[src/rtl/jenc_pkg.sv]
// rtl/jenc_pkg.sv - shared state type, EOI marker constants and byte-enable helpers for the JPEG buffer controller
package jenc_pkg;

  typedef enum logic [1:0] {ST_IDLE, ST_RUN, ST_EOI, ST_DONE} state_e;

  localparam logic [15:0] EOI_MARKER     = 16'hFFD9;
  localparam int          BYTES_PER_WORD = 16;

  // MSB-first mask: n valid bytes starting at byte0 (bit15)
  function automatic logic [15:0] bytes_to_be(input logic [4:0] n);
    logic [15:0] be;
    if (n >= 5'd16) be = 16'hFFFF;
    else            be = ~(16'hFFFF >> n);
    return be;
  endfunction

  function automatic logic [127:0] be_to_mask(input logic [15:0] be);
    logic [127:0] m;
    for (int i = 0; i < 16; i++) m[8*i +: 8] = {8{be[i]}};
    return m;
  endfunction

endpackage

[src/rtl/jenc_eoi_merge.sv]
// rtl/jenc_eoi_merge.sv - splices the FFD9 marker behind the last beat, spilling into a second word when needed
module jenc_eoi_merge
  import jenc_pkg::*;
(
  input  logic [127:0] last_data_i,
  input  logic [4:0]   last_n_i,
  output logic [127:0] first_data_o,
  output logic [15:0]  first_be_o,
  output logic [127:0] second_data_o,
  output logic [15:0]  second_be_o,
  output logic         needs_second_o
);

  logic [7:0]   shift_bits;
  logic [127:0] marker_word;

  always_comb begin
    shift_bits     = {last_n_i, 3'b000};
    marker_word    = {EOI_MARKER, 112'd0} >> shift_bits;
    first_data_o   = (last_data_i & be_to_mask(bytes_to_be(last_n_i))) | marker_word;
    needs_second_o = (int'(last_n_i) + 2) > BYTES_PER_WORD;
    first_be_o     = needs_second_o ? 16'hFFFF : bytes_to_be(last_n_i + 5'd2);
    // n==15 leaves only D9 for the next word; n==16 pushes the whole marker over
    if (int'(last_n_i) == BYTES_PER_WORD - 1) begin
      second_data_o = {EOI_MARKER[7:0], 120'd0};
      second_be_o   = 16'h8000;
    end else begin
      second_data_o = {EOI_MARKER, 112'd0};
      second_be_o   = 16'hC000;
    end
  end

endmodule

[src/rtl/jenc_buffer_ctrl.sv]
// rtl/jenc_buffer_ctrl.sv - frame sequencer owning the image buffer write port; EOI append enabled by JENC_EOI_APPEND_EN
module jenc_buffer_ctrl
  import jenc_pkg::*;
#(
  parameter int ADDR_W    = 12,
  parameter int BASE_ADDR = 0,
  parameter int LEN_W     = 20
) (
  input  logic              clk_i,
  input  logic              reset_i,
  input  logic              start_i,
  input  logic              abort_i,
  input  logic [127:0]      in_data_i,
  input  logic [4:0]        in_bytes_i,
  input  logic              in_tlast_i,
  input  logic              in_valid_i,
  output logic              in_hold_o,
  output logic              wr_en_o,
  output logic [ADDR_W-1:0] wr_addr_o,
  output logic [127:0]      wr_data_o,
  output logic [15:0]       wr_be_o,
  output logic              busy_o,
  output logic              done_o,
  output logic              overflow_o,
  output logic [LEN_W-1:0]  frame_bytes_o
);

  localparam logic [ADDR_W:0] BASE_PTR = (ADDR_W+1)'(BASE_ADDR);

  state_e              state_q;
  logic [ADDR_W:0]     ptr_q;  // next write address; MSB set means the buffer is exhausted
  logic [LEN_W-1:0]    cnt_q;
  logic                wr_en_q;
  logic [ADDR_W-1:0]   wr_addr_q;
  logic [127:0]        wr_data_q;
  logic [15:0]         wr_be_q;
  logic                done_q;
  logic                ovf_q;
  logic [LEN_W-1:0]    frame_bytes_q;

  logic                accept;
  logic                wr_req_d;
  logic [127:0]        wr_data_d;
  logic [15:0]         wr_be_d;
  logic                frame_end_d;
  logic [4:0]          cnt_inc_d;
  logic [LEN_W-1:0]    cnt_d;

`ifdef JENC_EOI_APPEND_EN
  logic [127:0] last_data_q;
  logic [4:0]   last_n_q;
  logic         eoi_second_q;
  logic [127:0] eoi_first_data, eoi_second_data;
  logic [15:0]  eoi_first_be, eoi_second_be;
  logic         eoi_needs_second;

  jenc_eoi_merge u_eoi_merge (
    .last_data_i    (last_data_q),
    .last_n_i       (last_n_q),
    .first_data_o   (eoi_first_data),
    .first_be_o     (eoi_first_be),
    .second_data_o  (eoi_second_data),
    .second_be_o    (eoi_second_be),
    .needs_second_o (eoi_needs_second)
  );
`endif

  function automatic logic [LEN_W-1:0] sat_add(input logic [LEN_W-1:0] a, input logic [4:0] b);
    logic [LEN_W:0] s;
    s = {1'b0, a} + {{(LEN_W-4){1'b0}}, b};
    return s[LEN_W] ? '1 : s[LEN_W-1:0];
  endfunction

  assign accept = in_valid_i && (state_q == ST_RUN);

  always_comb begin
    wr_req_d    = 1'b0;
    wr_data_d   = in_data_i;
    wr_be_d     = bytes_to_be(in_bytes_i);
    frame_end_d = 1'b0;
    cnt_inc_d   = accept ? in_bytes_i : 5'd0;
    case (state_q)
      ST_RUN: begin
`ifdef JENC_EOI_APPEND_EN
        wr_req_d = accept && !in_tlast_i;
`else
        wr_req_d    = accept;
        frame_end_d = accept && in_tlast_i;
`endif
      end
`ifdef JENC_EOI_APPEND_EN
      ST_EOI: begin
        wr_req_d = 1'b1;
        if (eoi_second_q) begin
          wr_data_d   = eoi_second_data;
          wr_be_d     = eoi_second_be;
          frame_end_d = 1'b1;
        end else begin
          wr_data_d   = eoi_first_data;
          wr_be_d     = eoi_first_be;
          frame_end_d = !eoi_needs_second;
        end
        if (frame_end_d) cnt_inc_d = 5'd2;
      end
`endif
      default: ;
    endcase
    cnt_d = sat_add(cnt_q, cnt_inc_d);
  end

  always_ff @(posedge clk_i) begin
    if (reset_i) begin
      state_q       <= ST_IDLE;
      ptr_q         <= BASE_PTR;
      cnt_q         <= '0;
      wr_en_q       <= 1'b0;
      wr_addr_q     <= BASE_PTR[ADDR_W-1:0];
      wr_data_q     <= '0;
      wr_be_q       <= '0;
      done_q        <= 1'b0;
      ovf_q         <= 1'b0;
      frame_bytes_q <= '0;
`ifdef JENC_EOI_APPEND_EN
      last_data_q   <= '0;
      last_n_q      <= '0;
      eoi_second_q  <= 1'b0;
`endif
    end else if (abort_i) begin
      state_q <= ST_IDLE;
      wr_en_q <= 1'b0;
      done_q  <= 1'b0;
      ovf_q   <= 1'b0;
    end else begin
      wr_en_q <= 1'b0;
      cnt_q   <= cnt_d;
      if (wr_req_d) begin
        if (!ptr_q[ADDR_W]) begin
          wr_en_q   <= 1'b1;
          wr_addr_q <= ptr_q[ADDR_W-1:0];
          wr_data_q <= wr_data_d;
          wr_be_q   <= wr_be_d;
          ptr_q     <= ptr_q + 1'b1;
        end else begin
          ovf_q <= 1'b1;
        end
      end
      case (state_q)
        ST_IDLE, ST_DONE: begin
          if (start_i) begin
            state_q   <= ST_RUN;
            ptr_q     <= BASE_PTR;
            wr_addr_q <= BASE_PTR[ADDR_W-1:0];
            cnt_q     <= '0;
            done_q    <= 1'b0;
            ovf_q     <= 1'b0;
          end
        end
`ifdef JENC_EOI_APPEND_EN
        ST_RUN: begin
          if (accept && in_tlast_i) begin
            state_q      <= ST_EOI;
            last_data_q  <= in_data_i;
            last_n_q     <= in_bytes_i;
            eoi_second_q <= 1'b0;
          end
        end
        ST_EOI: begin
          if (!frame_end_d) eoi_second_q <= 1'b1;
        end
`endif
        default: ;
      endcase
      if (frame_end_d) begin
        state_q       <= ST_DONE;
        done_q        <= 1'b1;
        frame_bytes_q <= cnt_d;
      end
    end
  end

  assign in_hold_o     = (state_q != ST_RUN);
  assign busy_o        = (state_q == ST_RUN) || (state_q == ST_EOI);
  assign wr_en_o       = wr_en_q;
  assign wr_addr_o     = wr_addr_q;
  assign wr_data_o     = wr_data_q;
  assign wr_be_o       = wr_be_q;
  assign done_o        = done_q;
  assign overflow_o    = ovf_q;
  assign frame_bytes_o = frame_bytes_q;

endmodule

[config.mk]
export PLATFORM = sky130hd
export DESIGN_NAME = jenc_buffer_ctrl
export DESIGN_NICKNAME = d
export VERILOG_FILES = /design/src/rtl/jenc_pkg.sv /design/src/rtl/jenc_eoi_merge.sv /design/src/rtl/jenc_buffer_ctrl.sv
export SDC_FILE = /design/constraint.sdc
export NUM_CORES = 1
export LEC_CHECK = 0
export ABC_CLOCK_PERIOD_IN_PS = 4900
export CAP_MARGIN = 20
export CORE_AREA = 2 2 105 184
export DETAILED_ROUTE_END_ITERATION = 10
export DIE_AREA = 0 0 107 186
export PLACE_DENSITY = 0.78
export SYNTH_ARGS = -nofsm -noshare
export SYNTH_HDL_FRONTEND = slang
export SYNTH_HIERARCHICAL = 1
export SYNTH_SLANG_ARGS = --single-unit
export TNS_END_PERCENT = 10
[constraint.sdc]
create_clock -name clk_i -period 4.9 [get_ports clk_i]
set_clock_uncertainty 0.1 [all_clocks]
set_input_delay 0.98 -clock clk_i [delete_from_list [all_inputs] [get_ports clk_i]]
set_output_delay 0.98 -clock clk_i [all_outputs]
set_load 0.02 [all_outputs]
# [Yosys cells after proc, flatten, opt, wreduce, memory -nomap -nowiden]
# Cells that the tools add are included.
[word_totals] output_inout_bits=181 reg_bits=214 inputBits=139
[classes] reduce_logical=12 muxes=26 n_eq_ne=4 addsub=2 bitwise_logic=4 magnitude_cmp=1 shifts=1
[ops] cell="two-way mux 20 bit" count=3
[ops] cell="two-way mux 13 bit" count=4
[ops] cell="two-way mux 12 bit" count=4
[ops] cell="adder 20 x 5 -> 21 bit" count=1
[ops] cell="two-way mux 16 bit" count=1
[ops] cell="inverter 16 bit" count=1
[ops] cell=">> shifter 16 x 5 -> 16 bit, first input constant" count=1
[ops] cell="adder 13 x 1 -> 13 bit, second input constant" count=1
[ops] cell="two-way mux 1 bit" count=10
[ops] cell="two-way mux 2 bit" count=3
[ops] cell=">= comparator 5 bit, second input constant" count=1
[ops] cell="two-way mux 5 bit" count=1
[ops] cell="equality test 2 bit, second input constant" count=2
[ops] cell="AND reduction 2 bit" count=2
[ops] cell="nonzero test 2 bit" count=2
[ops] cell="OR reduction 2 bit" count=2
[ops] cell="inverter 1 bit" count=3
[ops] cell="AND reduction 3 bit" count=1
[ops] cell="OR reduction 3 bit" count=1
[ops] cell="equality test 2 x 1 -> 1 bit, second input constant" count=1
[ops] cell="logical AND 1 bit" count=2
[ops] cell="zero test 2 bit" count=1
[ops] cell="inequality test 2 x 1 -> 1 bit, second input constant" count=1
[ops] cell="logical OR 1 bit" count=1

# [Longest topological paths before layout]
# Gate-level depths: netlist of run 1.
[logic_depth] depth_word=7 mapped_depth=12 ltp_nobuf=11

# [Worst setup path after synthesis of run 1]
# OpenSTA, ideal clock, no wires.
[synth_path] path_type="input port to flip-flop" start="in in_bytes_i[1]" end="reg frame_bytes_q[18] (netlist: frame_bytes_o[18])" path_slack_ps=1684 required_ps=4662 arrival_ps=2978 setup_time_ps=138 path_buffers=2 cell_stages=10 cell_sequence="clkbuf_1 and3_1 fa_1 a211oi_1 o21bai_1 buf_2 nand3_1 nor2_1 nor2_1 a211oi_1"
[synth_via] elab_chain_cells=3
[synth_rtl] element="start, declared" line_no="jenc_buffer_ctrl.sv:14" rtl="input logic [4:0] in_bytes_i,"
[synth_rtl] element="two-way mux 5 bit" line_no="jenc_buffer_ctrl.sv:81" rtl="cnt_inc_d = accept ? in_bytes_i : 5'd0;"
[synth_rtl] element="adder 20 x 5 -> 21 bit" line_no="jenc_buffer_ctrl.sv:70" rtl="s = {1'b0, a} + {{(LEN_W-4){1'b0}}, b};"
[synth_rtl] element="two-way mux 20 bit" line_no="jenc_buffer_ctrl.sv:71" rtl="return s[LEN_W] ? '1 : s[LEN_W-1:0];"
[synth_rtl] element="end signal, assigned" line_no="jenc_buffer_ctrl.sv:176" rtl="frame_bytes_q <= cnt_d;"
[synth_rtl] element="end, declared" line_no="jenc_buffer_ctrl.sv:39" rtl="logic [LEN_W-1:0] frame_bytes_q;"
# No other way between the ends.
# A chain may end at the register's enable or synchronous reset.

# [Worst setup path after layout of run 1]
[layout_path] start="in in_valid_i" end="reg frame_bytes_q[7] (netlist: frame_bytes_o[7])"
[layout_via] elab_chain_cells=4
[layout_rtl] element="start, declared" line_no="jenc_buffer_ctrl.sv:16" rtl="input logic in_valid_i,"
[layout_rtl] element="logical AND 1 bit (*)" line_no="jenc_buffer_ctrl.sv:74" rtl="assign accept = in_valid_i && (state_q == ST_RUN);"
[layout_rtl] element="two-way mux 5 bit / logical AND 1 bit (equally long branches)" line_no="jenc_buffer_ctrl.sv:81, jenc_buffer_ctrl.sv:88"
[layout_rtl] element="adder 20 x 5 -> 21 bit / two-way mux 1 bit (equally long branches)" line_no="jenc_buffer_ctrl.sv:70, jenc_buffer_ctrl.sv:82"
[layout_rtl] element="two-way mux 20 bit / AND reduction 2 bit (equally long branches)"
# Every way passes the cells marked *; elsewhere a longest branch is shown, timed or not.

==> key figures, run 1 <==
Worst hold path
  – Hold path depth: 2
  – Worst hold endpoint: wr_data_o[70]$_SDFFE_PP0P_
  – Hold Crit Class: reg -> reg
  – Hold Path Origin: wr_data_o[70]$_SDFFE_PP0P_

Global route
  – First-pass GRT wire length: 38.52 mm
  – Met3 usage: 5.287%
  – Initial antenna violation count: 0
  – GRT Overall Usage: 24.46%
  – GRT Max-Usage Layer: met2
  – Met1 track demand over resource: 26.23%
  – Vias in the first global route: 7198
  – Largest net degree at the start of global routing: between 100 and 150
  – GRT Residual Overflow: 0
  – Met2 GRT Util: a little under half

Run
  – MaxCap Viol Count: 0

Yosys
  – Asr flop ratio synth: 0%
  – Main synth FF type: dfxtp_1
  – Post-synth EDFFs: 0
  – Post-synthesis net count: 1170
  – Cells after Synth: 1023
  – Netlist cell types: 47
  – Sequential fraction of the synthesis area: between 50% and 60%
  – Ys Warns: 6
  – Seq cells post-synth: 213
  – Post-Syn Area: 0.008184 mm^2
  – Average cell area after synthesis: 8.000 um^2

STA
  – RSZ-0062 raised after global routing: false
  – Tcrit/Tclk final: 76.74%
  – Final Hold Fails: 0
  – Peak Freq: 265.9 MHz
  – Slew Limit Fails: 0
  – Slew margin rel.: 29.57%
  – Fin Setup TNS: 0 ns
  – Worst Max-Slew Pin Slew: 1.057 ns
  – Final Critical Period: roughly 3.8 ns
  – Final setup vio count: 0

Clocking
  – Reg clk slew, reported paths: 0.06 ns
  – Total CTS buffers: 20
  – CTS H-tree depth: 1
  – TritonCTS clock tree: yes
  – CTS max path bufs: 3
  – Cts hold-fix bufs: 0
  – Root Driver: clkbuf_16
  – Skew-Pair Late Insertion Delay: between 0.4 and 0.5 ns
  – Post-CTS setup repair buffer count: 0
  – CTS sink count: 213
  – Post-CTS resize count: 0

Power
  – Leakage Power: 0.004113 uW
  – Pwr/cell area: 295.5 mW/mm^2
  – Max VDD drop: 0.2603 mV

Cells and area
  – Final core utilization: around 66%
  – # nets final: ~1400
  – Area grow syn2layout: 47.91%
  – Fillers: 1562
  – Reg area: 0.004264 mm^2
  – Share of cells above drive strength 1: under 10%
  – Multi-input combinational cell area: between 0.003 and 0.004 mm^2
  – # diodes: 0

Worst setup path
  – Worst-path fanout max: 11
  – Cell at the slowest stage of the critical path: clkdlybuf4s50_1
  – Critical path class: in -> reg
  – CP Buf/Inv Count: 1
  – Worst stage delay on the critical path: 0.52 ns
  – Worst setup EP type: register
  – Startpoint types: primary input
  – Family with the most delay on the worst path: simple AND/OR/NAND/NOR gates
  – Reg2Reg Setup Slack: 1.44 ns
  – CP cell instances: clkdlybuf4s50_1, and3_1, ha_1, fa_1, a211oi_1, o21bai_1, nand3_1, nor2_1, nor2_1, a211oi_1
  – CP required: around 5 ns
  – Worst reg2reg path startpoint: state_q[1]$_SDFFE_PP0P_
  – Arr. time, crit path: 4.00 ns
  – Worst r2r path cells: 11
  – RR Endpoint: frame_bytes_o[7]$_SDFFE_PP0P_

Route
  – Via count: roughly 8000
  – DRT iter0 DRCs: 376
  – DR vias/cell: 5.162
  – DRT antenna net count: 0
  – DRT Pass-1 Iters: 5
  – # DRC: 0
  – DR WL/cell: 16.67 um
  – Routed WL: 25.86 mm

Floorplan
  – IO Pins: 320
  – Die Y-Extent: around 190 um
  – Die W: between 100 and 150 um
  – Row Count: 66
  – Initial Util: 44.44%
  – Die area: around 0.02 mm^2
  – Core area: 0.01842 mm^2

Placement
  – Detailed placer's ending HPWL: 18.33 mm
  – Port buffer count: 319
  – GPL Wtd Cong: 0.9220

Outcome
  – Status: finished clean
## state kept, by name, indices dropped and copies added, names as in the netlist
signal         flops
frame_bytes_o     20
ptr_q             13
wr_data_o        128
wr_be_o           16
state_q            2
overflow_o         1
wr_addr_o         12
cnt_q             20
wr_en_o            1
## placed cells by master (no fill, tap or decap), types with 4 or more instances in the layout
master and instances:
inv_1 11, o21a_1 5, xnor2_1 10, ha_1 7, o21ai_0 34, nand4_1 4
clkbuf_1 6, a211oi_1 18, xor2_1 12, a21oi_1 165, and4_1 4, nor3_1 14
clkdlybuf4s50_1 318, and2_1 4, and3_1 10, nand2_1 312, o22ai_1 5, nand3_1 13
nor2_1 68, buf_4 8, a31oi_1 5, clkbuf_16 21, dfxtp_1 213, a311oi_1 6
## synth_stat cells, types with 2 or more instances
cell | count | area [um^2]
nand2_1 | 312 | 1171
dfxtp_1 | 213 | 4264
a21oi_1 | 165 | 825.8
nor2_1 | 68 | 255.2
clkbuf_1 | 56 | 210.2
o21ai_0 | 34 | 170.2
a211oi_1 | 18 | 135.1
nor3_1 | 14 | 70.07
nand3_1 | 13 | 65.06
xor2_1 | 12 | 105.1
inv_1 | 11 | 41.29
and3_1 | 10 | 62.56
buf_2 | 10 | 50.05
xnor2_1 | 10 | 87.58
ha_1 | 7 | 87.58
a311oi_1 | 6 | 52.55
a31oi_1 | 5 | 31.28
o21a_1 | 5 | 37.54
o22ai_1 | 5 | 31.28
and2_1 | 4 | 25.02
and4_1 | 4 | 35.03
buf_1 | 4 | 15.01
nand4_1 | 4 | 25.02
a21o_1 | 3 | 22.52
o211ai_1 | 3 | 22.52
or3_1 | 3 | 18.77
a211oi_2 | 2 | 25.02
a21boi_0 | 2 | 15.01
nand3b_1 | 2 | 15.01
## per-stage QoR
stage	hold WS (ns)	cell area [um^2]	power, uW	cells	setup WS, ns
2_1_floorplan	0.3315	8184	1910	1023	1.684
3_3_place_gp	0.3406	11470	2091	1517	0.7846
3_5_place_dp	0.3457	11470	2092	1517	0.6862
4_1_cts	0.3545	12110	3615	1551	1.205
5_1_grt	0.3659	12110	3697	1551	0.9386
6_report	0.3513	12110	3578	1551	1.140
## worst max-delay path by stage
stage                  start                              to  depth (start not counted)
4_1_cts           in_valid_i   frame_bytes_o[7]$_SDFFE_PP0P_                         10
2_1_floorplan  in_bytes_i[1]  frame_bytes_o[18]$_SDFFE_PP0P_                         10
3_3_place_gp      in_valid_i   frame_bytes_o[2]$_SDFFE_PP0P_                          9
6_report          in_valid_i   frame_bytes_o[7]$_SDFFE_PP0P_                         10
5_1_grt        in_bytes_i[1]   frame_bytes_o[1]$_SDFFE_PP0P_                          8
3_5_place_dp      in_valid_i   frame_bytes_o[2]$_SDFFE_PP0P_                          9
## worst min-delay path: stages (launching register included)
cell	delay, ns
dfxtp_1	0.31
nand2_1	0.05
a21oi_1	0.05
## report_power, final
part | internal (uW) | leakage [uW] | switching [uW]
Clock | 882 | 0.000313 | 641
Sequential | 1750 | 0.00172 | 11.2
Combinational | 156 | 0.00208 | 135
Total | 2790 | 0.00411 | 787
## routing by layer
metal | up-vias | wire, um
li1 | 3976 | -
met1 | 3670 | 9413
met2 | 304 | 13780
met3 | 57 | 1912
met4 | 0 | 754
met5 | - | 0
## cells by family (layout without fill, tap and decap cells)
group / after synthesis / count (layout) / synth area share [%]
compound gates: 255 / 255 / 17.57
xor+xnor: 22 / 22 / 2.354
fa+ha+maj: 8 / 8 / 1.315
buf+inv: 82 / 372 / 3.960
flops: 213 / 213 / 52.10
simple gates: 443 / 443 / 22.70
## final cells by class
class                           count  share of cell area, %
Clock buffer                       30                  4.868
Clock inverter                      4                 0.3721
Inverter                           11                 0.3411
Multi-Input combinational cell    728                  29.78
Sequential cell                   213                  35.22
Tap cell                          238                  2.460
Timing Repair Buffer              327                  26.96
(Power assumes the default switching activity.)
==> inputs of run 2 (changes only) <==
--- a/config.mk
+++ b/config.mk
@@ -5,12 +5,12 @@
 export SDC_FILE = /design/constraint.sdc
 export NUM_CORES = 1
 export LEC_CHECK = 0
-export ABC_CLOCK_PERIOD_IN_PS = 4900
+export ABC_CLOCK_PERIOD_IN_PS = 3060
 export CAP_MARGIN = 20
-export CORE_AREA = 2 2 105 184
+export CORE_AREA = 2 2 113 197
 export DETAILED_ROUTE_END_ITERATION = 10
-export DIE_AREA = 0 0 107 186
-export PLACE_DENSITY = 0.78
+export DIE_AREA = 0 0 115 199
+export PLACE_DENSITY = 0.72
 export SYNTH_ARGS = -nofsm -noshare
 export SYNTH_HDL_FRONTEND = slang
 export SYNTH_HIERARCHICAL = 1
==> constraint.sdc (replaced) <==
create_clock -name clk_i -period 3.06 [get_ports clk_i]
set_clock_uncertainty 0.1 [all_clocks]
set_input_delay 0.612 -clock clk_i [delete_from_list [all_inputs] [get_ports clk_i]]
set_output_delay 0.612 -clock clk_i [all_outputs]
set_load 0.02 [all_outputs]
==> key figures, run 2 (synthesis results as in run 1) <==
Outcome
  – Status: finished clean

Floorplan
  – Die area: 0.02289 mm^2 (+15%)
  – IO Pins: 320 (unchanged)
  – Initial Util: 38.39% (-6.1 points)
  – Die Y-Extent: 199 um (+7.0%)
  – Die W: 115 um (+7.5%)
  – Row Count: 71 (+7.6%)
  – Core area: 0.02132 mm^2 (+16%)

Cells and area
  – Share of cells above drive strength 1: 6.879% (+3.1 points)
  – Most frequent cells in the layout: 318 x clkdlybuf4s50_1, 312 x nand2_1, 213 x dfxtp_1
  – Commonest non-fill, non-tap cell in the layout: clkdlybuf4s50_1
  – Largest register FFs: 128 (unchanged)
  – # nets final: 1486 (+2.6%)
  – Final Cell Area: 0.01256 mm^2 (+3.8%)
  – Area grow syn2layout: 53.51%

Placement
  – Placed Area: 0.01182 mm^2 (+3.0%)
  – Port buffer count: 319 (unchanged)
  – Worst slack, placed: -0.4192 ns (-1.105 ns)
  – Detailed placer's ending HPWL: 18.59 mm (+1.4%)
  – GPL Wtd Cong: 0.8302 (-10%)

Clocking
  – Reg clk slew, reported paths: 0.06 ns (about the same)
  – Skew-Pair Late Insertion Delay: 0.50 ns (about the same)
  – TritonCTS clock tree: yes
  – CTS max path bufs: 3 (unchanged)
  – Post-CTS setup repair buffer count: 0 (unchanged)
  – CTS sink count: 213 (unchanged)
  – CTS H-tree depth: 1 (unchanged)
  – Total CTS buffers: 21 (+5.0%)
  – Root Driver: clkbuf_16

Worst setup path
  – Critical path class: in -> reg
  – Worst setup EP type: register
  – Startpoint types: primary input
  – Arr. time, crit path: 3.11 ns (-0.89 ns)
  – Worst-path fanout max: 6 (-5)
  – CP required: 3.30 ns (-1.84 ns)

Power
  – Leakage Power: 0.004355 uW (+5.9%)
  – Tot Pwr: 6058 uW (+69%)
  – Pwr/cell area: 482.2 mW/mm^2 (+63%)
  – Max VDD drop: 0.4844 mV (+86%)

Global route
  – Vias in the first global route: 7560 (+5.0%)
  – First-pass GRT wire length: 39.44 mm (+2.4%)
  – GRT Overall Usage: 21.60% (-2.9 points)
  – Largest net degree at the start of global routing: 167 (+55%)
  – GRT Residual Overflow: 0 (unchanged)
  – Initial antenna violation count: 1 (+1)

Route
  – Routed WL: 26.20 mm (+1.3%)
  – DRT Pass-1 Iters: 5 (unchanged)
  – DRT antenna net count: 0 (unchanged)
  – DRT iter0 DRCs: 466 (+24%)
  – Via count: 8074 (+0.84%)
  – # DRC: 0 (unchanged)
  – DR vias/cell: 5.021 (-2.7%)
  – DR WL/cell: 16.29 um (-2.3%)

Run
  – MaxCap Viol Count: 0 (unchanged)

STA
  – Slew Limit Fails: 0 (unchanged)
  – RSZ-0062 raised after global routing: false
  – Final Hold Fails: 0 (unchanged)
  – Peak Freq: 348.3 MHz
  – Final setup margin: 0.1887 ns (-0.9511 ns)
  – Fin Setup TNS: 0 ns (unchanged)
  – Slew margin rel.: 46.56% (+17 points)
  – Tcrit/Tclk final: 93.83%
  – Worst Max-Slew Pin Slew: 0.7996 ns (-0.2569 ns)
  – Final setup vio count: 0 (unchanged)
  – Final Critical Period: 2.871 ns

Worst hold path
  – Hold Crit Class: reg -> reg
==> run 2: final timing paths <==
check | startpoint | cells past startpoint | slack, ns | endpoint
hold / removal | wr_data_o[17]$_SDFFE_PP0P_ | 2 | 0.35 | wr_data_o[17]$_SDFFE_PP0P_
hold reg to reg | wr_data_o[17]$_SDFFE_PP0P_ | 2 | 0.35 | wr_data_o[17]$_SDFFE_PP0P_
setup reg to reg | state_q[1]$_SDFFE_PP0P_ | 12 | 0.20 | cnt_q[19]$_SDFFE_PP0N_
setup / recovery | in_valid_i | 13 | 0.19 | cnt_q[19]$_SDFFE_PP0N_
==> run 2: layout make-up <==
| class | count | area (um^2) |
|---|---|---|
| inverters | 11 | 41.29 |
| diodes | 1 | 2.502 |
| clock buffers | 27 | 578.1 |
| well taps | 255 | 319.1 |
| clock inverters | 9 | 155.1 |
| fillers | 1947 | 8757 |
| multi-input cells | 728 | 3612 |
| repair buffers | 364 | 3591 |
| flip-flops and latches | 213 | 4264 |
==> run 2: what timing repair did <==
action | CTS | global route
hold buffers | 0 | 0
pin swaps | 0 | 0
hold endpoints to repair | 0 | 0
resized for setup | 1 | 1
setup endpoints to repair | 1 | 1
==> run 2: critical path: stages <==
cell	delay [ns]
clkdlybuf4s50_1	0.41
buf_4	0.14
buf_4	0.14
nand2_1	0.10
nor2_1	0.05
ha_1	0.31
buf_4	0.14
nand4_1	0.23
a211oi_4	0.38
buf_4	0.20
a21oi_1	0.07
o21ai_0	0.21
o21ai_0	0.11
==> run 2: per-stage QoR <==
stage,utilization [%],hold WS [ns],std cells
after floorplan,-,0.3315,1023
after global placement,55.44,0.3411,1571
after detailed placement,55.44,0.3453,1571
after CTS,58.89,0.3542,1607
after global routing,58.93,0.3704,1608
final,58.93,0.3512,1608
==> run 2: power breakdown <==
part | leakage (uW) | switching [uW] | internal [uW] | total (uW)
sequential | 0.00172 | 17.8 | 2810 | 2820
clock | 0.000357 | 1070 | 1670 | 2740
combinational | 0.00228 | 223 | 266 | 489
==> run 2: per-layer routing <==
metal | up-vias | track usage [%] | share of wire [%]
met4 | 0 | 9.817 | 4.3
met1 | 3672 | 22.88 | 36
met5 | - | 0 | 0
met3 | 62 | 4.022 | 6.5
li1 | 4054 | - | -
met2 | 286 | 40.52 | 53
